## src/rtl/riscv_pkg.sv

```systemverilog
// Shared RISC-V core definitions: datapath width, decoded operations and
// writeback-stage state encoding plus small operation classifiers.
package riscv_pkg;

  localparam int unsigned XLEN = 32;

  typedef enum logic [3:0] {
    OP_ADD,
    OP_ADDI,
    OP_CSR,
    OP_JAL,
    OP_JALR,
    OP_LB,
    OP_LH,
    OP_LW,
    OP_LBU,
    OP_LHU,
    OP_STORE,
    OP_BRANCH
  } operation_e;

  typedef enum logic {
    WB_IDLE,
    WB_WAIT_LOAD
  } wb_state_e;

  function automatic logic is_load(input operation_e op);
    return op inside {OP_LB, OP_LH, OP_LW, OP_LBU, OP_LHU};
  endfunction

  function automatic logic is_link(input operation_e op);
    return op inside {OP_JAL, OP_JALR};
  endfunction

  // Stores and branches retire without producing a destination value
  function automatic logic writes_rd(input operation_e op);
    return !(op inside {OP_STORE, OP_BRANCH});
  endfunction

endpackage

```

## src/rtl/load_extract.sv

```systemverilog
// Selects the addressed byte/halfword/word from a naturally aligned load
// response and sign- or zero-extends it to the datapath width.
module load_extract #(
  parameter int unsigned XLEN = riscv_pkg::XLEN
) (
  input  riscv_pkg::operation_e operation,
  input  logic [1:0]            addr_lo,
  input  logic [XLEN-1:0]       rdata,
  output logic [XLEN-1:0]       result
);
  import riscv_pkg::*;

  logic [7:0]  byte_v;
  logic [15:0] half_v;
  logic [31:0] word_v;

  // Lanes live in the low 32 bits; a 64-bit LW still sign-extends bit 31
  always_comb begin
    byte_v = rdata[{addr_lo, 3'b000} +: 8];
    half_v = addr_lo[1] ? rdata[31:16] : rdata[15:0];
    word_v = rdata[31:0];
    case (operation)
      OP_LB:   result = XLEN'($signed(byte_v));
      OP_LBU:  result = XLEN'(byte_v);
      OP_LH:   result = XLEN'($signed(half_v));
      OP_LHU:  result = XLEN'(half_v);
      OP_LW:   result = XLEN'($signed(word_v));
      default: result = rdata;
    endcase
  end

endmodule

```

## src/rtl/wb_stage.sv

```systemverilog
// Registered writeback stage: handshakes with MEM, waits for late load data,
// drives the register-file write port and counts retired instructions.
module wb_stage #(
  parameter int unsigned XLEN       = riscv_pkg::XLEN,
  parameter int unsigned REG_ADDR_W = 5,
  parameter int unsigned CNT_W      = 64
) (
  input  logic                  clk_i,
  input  logic                  rst_ni,
  input  logic                  valid_i,
  output logic                  ready_o,
  input  riscv_pkg::operation_e operation_i,
  input  logic [REG_ADDR_W-1:0] rd_addr_i,
  input  logic [XLEN-1:0]       rd_data_i,
  input  logic [XLEN-1:0]       pc_plus4_i,
  input  logic [1:0]            addr_lo_i,
  input  logic                  mem_rvalid_i,
  input  logic [XLEN-1:0]       mem_rdata_i,
  input  logic                  flush_i,
  output logic                  rf_we_o,
  output logic [REG_ADDR_W-1:0] rf_waddr_o,
  output logic [XLEN-1:0]       rf_wdata_o,
  output logic                  retire_o,
  output logic [CNT_W-1:0]      instret_o,
  output logic                  stray_rsp_o
);
  import riscv_pkg::*;

  wb_state_e             state;
  operation_e            pend_op;
  logic [REG_ADDR_W-1:0] pend_rd;
  logic [1:0]            pend_lo;
  logic                  drop_q;

  operation_e            ext_op;
  logic [1:0]            ext_lo;
  logic [XLEN-1:0]       ext_data;
  logic                  accept;
  logic                  rsp_live;

  assign ready_o = (state == WB_IDLE);

  // A response consumed by the drop flag never counts as load data
  always_comb begin
    accept   = valid_i & ready_o & ~flush_i;
    rsp_live = mem_rvalid_i & ~drop_q;
    ext_op   = (state == WB_WAIT_LOAD) ? pend_op : operation_i;
    ext_lo   = (state == WB_WAIT_LOAD) ? pend_lo : addr_lo_i;
  end

  load_extract #(
    .XLEN(XLEN)
  ) u_extract (
    .operation(ext_op),
    .addr_lo  (ext_lo),
    .rdata    (mem_rdata_i),
    .result   (ext_data)
  );

  always_ff @(posedge clk_i or negedge rst_ni) begin
    if (!rst_ni) begin
      state       <= WB_IDLE;
      pend_op     <= OP_ADD;
      pend_rd     <= '0;
      pend_lo     <= '0;
      drop_q      <= 1'b0;
      rf_we_o     <= 1'b0;
      rf_waddr_o  <= '0;
      rf_wdata_o  <= '0;
      retire_o    <= 1'b0;
      instret_o   <= '0;
      stray_rsp_o <= 1'b0;
    end else begin
      rf_we_o  <= 1'b0;
      retire_o <= 1'b0;
      if (retire_o) instret_o <= instret_o + CNT_W'(1);

      case (state)
        WB_IDLE: begin
          if (accept && is_load(operation_i) && !rsp_live) begin
            state   <= WB_WAIT_LOAD;
            pend_op <= operation_i;
            pend_rd <= rd_addr_i;
            pend_lo <= addr_lo_i;
          end else if (accept) begin
            retire_o   <= 1'b1;
            rf_we_o    <= writes_rd(operation_i) && (rd_addr_i != '0);
            rf_waddr_o <= rd_addr_i;
            rf_wdata_o <= is_link(operation_i) ? pc_plus4_i :
                          is_load(operation_i) ? ext_data   : rd_data_i;
          end
          if (mem_rvalid_i) begin
            if (drop_q) drop_q <= 1'b0;
            else if (!(accept && is_load(operation_i))) stray_rsp_o <= 1'b1;
          end
        end

        WB_WAIT_LOAD: begin
          // An abandoned load still owes a response unless it arrives right now
          if (flush_i) begin
            state  <= WB_IDLE;
            drop_q <= drop_q | ~mem_rvalid_i;
          end else if (mem_rvalid_i) begin
            if (drop_q) begin
              drop_q <= 1'b0;
            end else begin
              state      <= WB_IDLE;
              retire_o   <= 1'b1;
              rf_we_o    <= (pend_rd != '0);
              rf_waddr_o <= pend_rd;
              rf_wdata_o <= ext_data;
            end
          end
        end

        default: state <= WB_IDLE;
      endcase
    end
  end

endmodule

```

## config.mk

```make
export PLATFORM = sky130hd
export DESIGN_NAME = wb_stage
export DESIGN_NICKNAME = d
export VERILOG_FILES = /design/src/rtl/riscv_pkg.sv /design/src/rtl/load_extract.sv /design/src/rtl/wb_stage.sv
export SDC_FILE = /design/constraint.sdc
export NUM_CORES = 1
export LEC_CHECK = 0
export BUFFER_PORTS_ARGS = -buffer_cell sky130_fd_sc_hd__buf_2
export CAP_MARGIN = 20
export CORE_ASPECT_RATIO = 2
export CORE_MARGIN = 8
export CORE_UTILIZATION = 45
export DETAILED_ROUTE_END_ITERATION = 8
export GPL_TIMING_DRIVEN = 1
export PLACE_DENSITY_LB_ADDON = 0.25
export SYNTH_ARGS = -nofsm -noshare
export SYNTH_HDL_FRONTEND = slang
export SYNTH_SLANG_ARGS = --single-unit
```

## constraint.sdc

```tcl
create_clock -name clk_i -period 2.1 [get_ports clk_i]
set_input_delay 0.105 -clock clk_i [delete_from_list [all_inputs] [get_ports clk_i]]
set_output_delay 0.105 -clock clk_i [all_outputs]
set_load 0.005 [all_outputs]
```

==> metrics.txt, run 1 <==
status=finished with violations; violations in the final reports=negative setup slack; drt total wl=20170 um; fill count=1071; hpwl dp=15060 um; synthesized flop and latch total=117; Tcrit/Tclk final=100.2%; commonest non-fill, non-tap cell in the layout=buf_2; P_sw=0.001914 W; EDFF count, synth=0; most frequent cells in the layout=215 x buf_2, 116 x dfrtp_1, 69 x buf_4; met3 usage=7.663%; final RePlAce weighted congestion=0.8839; Worst setup EP type=flip-flop; power density over the cells=807.9 nW/um^2; Crit Reg-Reg Startpoint=state; count of input and output buffers=216; GRT busiest layer=met2; post-layout instance area=8870 um^2; I/O pin count=217; clock period minus worst slack=2.103 ns; row count=60; register share of total power=37.9%; Worst R2R End=rf_wdata_o[5]; HP Start=mem_rdata_i[27]; Max Cap Viol=0; Pleak=4.519 nW; Final Hold Violating Endpoints=0; CP Launch Type=flip-flop; Syn Inst Count=574; clock share of power=43.5%; largest net degree at the start of global routing=43; CTS HTree Levels=4; Post-Place Cells=982; n_diodes=0; sequential share of the synthesized area=48.54%; Layout Utilization=66.75%; total track usage=23.09%; Via density=5.595; DR vias=5925; worst endpoint required time=2.39 ns; crit path max fanout=7; Clock Sinks=117; area growth from synthesis to layout=47.04%; Netlist cell types=55; Synth Warn #=0; internal power=0.005252 W; Post-Synthesis Cell Area=6032 um^2; Starting Density=45.40%; setup violators final=2; reg2reg path depth=8; Area contributors post-synth=dfrtp_1 49%, xnor2_1 6.2%, nand3_1 4.6%; first-pass GRT wire length=32780 um; syn nets=687; Iter 0 DRT Violations=381; Worst VDD drop=0.0005595 V; Cell Count, Final, Fillers Out=1059; Worst-Skew Late Latency=0.42 ns; CTS tree=done; Pre-antenna DRT Iters=7; cell type with the largest total area after synthesis=dfrtp_1; Sw Share=26.71%; Max Slew Vio Count=0; worst rel slew slack=65.45%; asr flop ratio synth=100.0%; routing usage on met2=36.79%; vias in the first global route=6278; WL/cell=19.05 um; # DRC=0; share of layout cells above drive strength 1=39.93%; critical path class=flip-flop to flip-flop; clock tree buffer depth=2; post-detailed-route count of antenna-violating nets=0; ys flop type=dfrtp_1; flop2flop setup slack=-0.003 ns; register area=2929 um^2; measured slew at the worst slew-check pin=0.5176 ns; unrepaired setup endpoints after global routing=true; multi-input logic area=3000 um^2; Synth Area per Inst=10.51 um^2; die area=17590 um^2; Synth top area share=48.54%; Fmax=475.4 MHz; final net count=1005; Die H=179.7 um; Clock transition at path regs=0.06 ns; Hold WC Path Type=input pin to flip-flop; clock root buffer=clkbuf_16; setup_tns=-0.004756 ns; worst hold endpoint=rf_wdata_o[27]; met1 GRT Util=28.53%; worst hold stages=3; core area=13290 um^2; Num CTS Buffers=17; Placed Area=7727 um^2; Die W=97.87 um; clk_skew=0.009374 ns; setup ws final=-0.003396 ns; Comb pwr share=18.6%; grt total ovfl=0; initial antenna violation count=0; Worst Path Arrival=2.39 ns
routing by layer:
metal	vias to the layer above	routed length, um
li1	2786	-
met1	2851	8492
met2	261	9534
met3	27	1783
met4	0	363
met5	-	0
worst max-delay path, stage by stage (launching register included):
cell and delay [ns]:
dfrtp_2 0.44, or3b_2 0.52, a22oi_2 0.16, buf_4 0.16, nor4_2 0.04, nand2_1 0.11, o31ai_2 0.08, buf_4 0.17
a221o_1 0.30
kinds of logic (layout without fill, tap and decap cells):
logic type      after synthesis  count (layout)  synth area share, %
buf+inv                      40             370                2.862
flops                       117             117                48.54
simple gates                208             208                18.69
compound gates              119             119                16.03
mux                          26              26                4.522
fa+ha+maj                     1               1               0.2074
xor+xnor                     63              63                9.147
Yosys cell counts, types with 3 or more instances:
| master | instances |
|---|---|
| or4_1 | 4 |
| a22oi_1 | 19 |
| xor2_1 | 20 |
| xnor2_1 | 43 |
| nand2b_1 | 3 |
| nand3_1 | 55 |
| a21oi_1 | 10 |
| a222oi_1 | 9 |
| nor3_1 | 5 |
| and4_1 | 8 |
| a22o_1 | 25 |
| inv_1 | 11 |
| clkbuf_1 | 18 |
| a221o_1 | 8 |
| buf_2 | 6 |
| o21ai_0 | 16 |
| o211ai_1 | 3 |
| or3b_2 | 4 |
| mux2_2 | 10 |
| nand3b_1 | 6 |
| mux2i_1 | 16 |
| and2_1 | 5 |
| o211ai_2 | 7 |
| nand2_1 | 45 |
| or2_2 | 3 |
| nand4_1 | 14 |
| and3_1 | 19 |
| a32oi_1 | 7 |
| buf_1 | 3 |
| dfrtp_1 | 117 |
| nor2_1 | 26 |
state kept, by name, indices dropped and copies added (netlist names):
signal,count
rf_we_o,1
instret_o,64
pend_rd,5
state,1
drop_q,1
stray_rsp_o,1
pend_lo,2
rf_waddr_o,5
pend_op,4
retire_o,1
rf_wdata_o,32
cell type report:
type	count	area share, %
Timing Repair Buffer	328	23.33
Inverter	11	0.4655
Clock inverter	13	2.215
Clock buffer	18	4.951
Multi-Input combinational cell	417	33.83
Tap cell	155	2.186
Sequential cell	117	33.02
per-stage QoR:
step | setup WS (ns) | hold slack [ns] | total power [W]
2_1_floorplan | -0.01010 | -0.1906 | 0.003300
3_3_place_gp | -0.04730 | 0.06342 | 0.003946
3_5_place_dp | -0.1353 | 0.06398 | 0.003977
4_1_cts | -0.01322 | 0.008360 | 0.007179
5_1_grt | -0.08828 | 0.02230 | 0.007479
6_report | -0.003396 | 0.02382 | 0.007166
repair_timing:
item | CTS | global route
endpoints found under the hold margin | 66 | 0
resized for setup | 4 | 13
setup buffers | 1 | 4
pin swaps | 1 | 9
hold buffers | 40 | 0
endpoints found under the setup margin | 16 | 35
power by group through the flow:
stage               clock network (W)  registers, W  logic, W
floorplan                           0       0.00275  0.000548
global placement                    0       0.00274   0.00121
detailed placement                  0       0.00274   0.00123
CTS                           0.00316       0.00271   0.00131
global route                  0.00327       0.00274   0.00147
finish                        0.00312       0.00272   0.00133
worst max-delay path by stage:
stage | start | to | slack (ns) | depth (start not counted)
detailed placement | state | rf_wdata_o[13] | -0.14 | 7
global route | pend_op[2] | rf_wdata_o[5] | -0.09 | 6
finish | state | rf_wdata_o[5] | -0.003 | 8
global placement | state | rf_wdata_o[12] | -0.05 | 7
floorplan | pend_op[2] | rf_wdata_o[0] | -0.01 | 8
CTS | pend_op[2] | rf_wdata_o[5] | -0.01 | 6
Note: power is estimated with default switching activity, not from simulation.
==> inputs of run 2 (changes only) <==
--- a/config.mk
+++ b/config.mk
@@ -7,9 +7,11 @@
 export LEC_CHECK = 0
 export BUFFER_PORTS_ARGS = -buffer_cell sky130_fd_sc_hd__buf_2
 export CAP_MARGIN = 20
+export CELL_PAD_IN_SITES_DETAIL_PLACEMENT = 0
+export CELL_PAD_IN_SITES_GLOBAL_PLACEMENT = 1
 export CORE_ASPECT_RATIO = 2
 export CORE_MARGIN = 8
-export CORE_UTILIZATION = 45
+export CORE_UTILIZATION = 34
 export DETAILED_ROUTE_END_ITERATION = 8
 export GPL_TIMING_DRIVEN = 1
 export PLACE_DENSITY_LB_ADDON = 0.25
==> run 2 against run 1 <==
- the run now ends clean
- wire length increased by 2.5%
- worst setup slack improved by 0.063 ns
- sequential power about the same
- combinational power increased by 5%
- core utilization decreased by 15 points
- total power increased by 0.89%
- clock power about the same
- first-iteration DRC count decreased by 39%
- hold slack about the same
- critical path type unchanged
- highest routed layer unchanged
==> metrics.txt, run 2 (synthesized netlist as in run 1, its figures left out) <==
routed wl met3=1504 um; row count=69; CP Launch Type=flip-flop; status=finished clean; critical path class=flip-flop to flip-flop; Num CTS Buffers=17; post-layout instance area=9107 um^2; core area=17610 um^2; Cell Count, Final, Fillers Out=1119; Die W=110.2 um; power density over the cells=793.8 nW/um^2; CTS HTree Levels=4; Tcrit/Tclk final=97.18%; Setup WS pre-CTS=-0.2351 ns; Starting Density=34.25%; clock root buffer=clkbuf_16; first-pass GRT wire length=33110 um; die area=22520 um^2; met2 WL=9613 um; Max Cap Viol=0; drt total wl=20690 um; vias in the first global route=6436; total track usage=18.69%; max reg flops=64; total power=0.007229 W; Iter 0 DRT Violations=232; Hold WC Path Type=input pin to flip-flop; share of layout cells above drive strength 1=41.28%; I/O pin count=217; final net count=1006; grt total ovfl=0; Pre-antenna DRT Iters=5; Post-Place Cells=1040; clock tree buffer depth=2; Die H=204.4 um; worst endpoint required time=2.40 ns; Placed Area=7829 um^2; max layer used=met4; clk_skew=0.01145 ns; met1 WL=9158 um; Fmax=490.0 MHz; CTS tree=done; Top reg by flops=instret_o; Max Slew Vio Count=0; post-detailed-route count of antenna-violating nets=0; final hold slack=0.02348 ns; Clock Sinks=117; crit path max fanout=7; Worst Path Arrival=2.34 ns; unrepaired setup endpoints after global routing=true; # DRC=0; final RePlAce weighted congestion=0.8471; setup violators final=0; setup ws final=0.05930 ns; measured slew at the worst slew-check pin=0.6739 ns; area growth from synthesis to layout=50.99%; top flop regs=instret_o (64), rf_wdata_o (32); DR vias=5835; count of input and output buffers=216; Worst setup EP type=flip-flop; worst rel slew slack=55.07%; largest net degree at the start of global routing=48; most frequent cells in the layout=215 x buf_2, 116 x dfrtp_1, 61 x buf_4; Via density=5.214; Worst VDD drop=0.0004414 V; Final Hold Violating Endpoints=0; Pleak=4.560 nW; hpwl dp=15370 um; clock period minus worst slack=2.041 ns; WL/cell=18.49 um; Clock transition at path regs=0.06 ns; initial antenna violation count=0; n_diodes=0; Worst-Skew Late Latency=0.42 ns; commonest non-fill, non-tap cell in the layout=buf_2
## run 2: cell count changes in the layout (fill, tap and decap cells not counted), sizes merged
cell	delta
inv	-1
clkinvlp	+3
buf	-1
dlygate4sd3	+2
clkinv	-1
## run 2: routing by layer
metal	vias up	GRT usage, %
met5	-	0
met4	0	7.379
met3	32	4.580
met2	217	29.40
met1	2810	23.86
li1	2776	-
## run 2: repair_timing
| action | CTS | global route |
|---|---|---|
| pin swaps | 1 | 8 |
| resized for setup | 12 | 31 |
| buffers inserted | 3 | 1 |
| hold buffers | 42 | 0 |
| setup endpoints to repair | 37 | 46 |
| hold endpoints to repair | 84 | 0 |
## run 2: final cells by class
class,count,area (um^2)
Clock buffer,18,439.2
Clock inverter,14,197.7
Fill cell,1664,8504
Inverter,11,41.29
Multi-Input combinational cell,417,3104
Sequential cell,117,2929
Tap cell,213,266.5
Timing Repair Buffer,329,2130
## run 2: critical path, stage by stage, from the launching register on
cell and delay, ns:
dfrtp_2 0.43, or3b_2 0.51, a22oi_2 0.20, buf_6 0.15
nor4_4 0.04, nand2_1 0.14, o31ai_4 0.14, a221o_1 0.32
## run 2: path summary, 6_finish.rpt
kind                              startpoint              to  slack [ns]  depth (start not counted)
worst min-delay path            rd_data_i[2]   rf_wdata_o[2]        0.02                          4
max in group asynchronous             rst_ni  rf_wdata_o[11]        1.18                          3
worst max register to register         state   rf_wdata_o[1]        0.06                          7
min in group asynchronous             rst_ni  rf_wdata_o[24]        0.26                          2
worst max-delay path                   state   rf_wdata_o[1]        0.06                          7
worst min register to register   stray_rsp_o     stray_rsp_o        0.46                          1
## run 2: per-stage QoR
stage / TNS (ns) / utilization (%)
floorplan: -0.07067 / -
global placement: -1.410 / 44.45
detailed placement: -4.239 / 44.45
CTS: 0 / 50.90
global route: -0.1920 / 51.71
finish: 0 / 51.71
## run 2: where the power goes
part / switching [W] / internal [W] / leakage (nW)
combinational: 0.000660 / 0.000736 / 2.71
clock: 0.00112 / 0.00203 / 0.296
sequential: 0.000168 / 0.00252 / 1.55
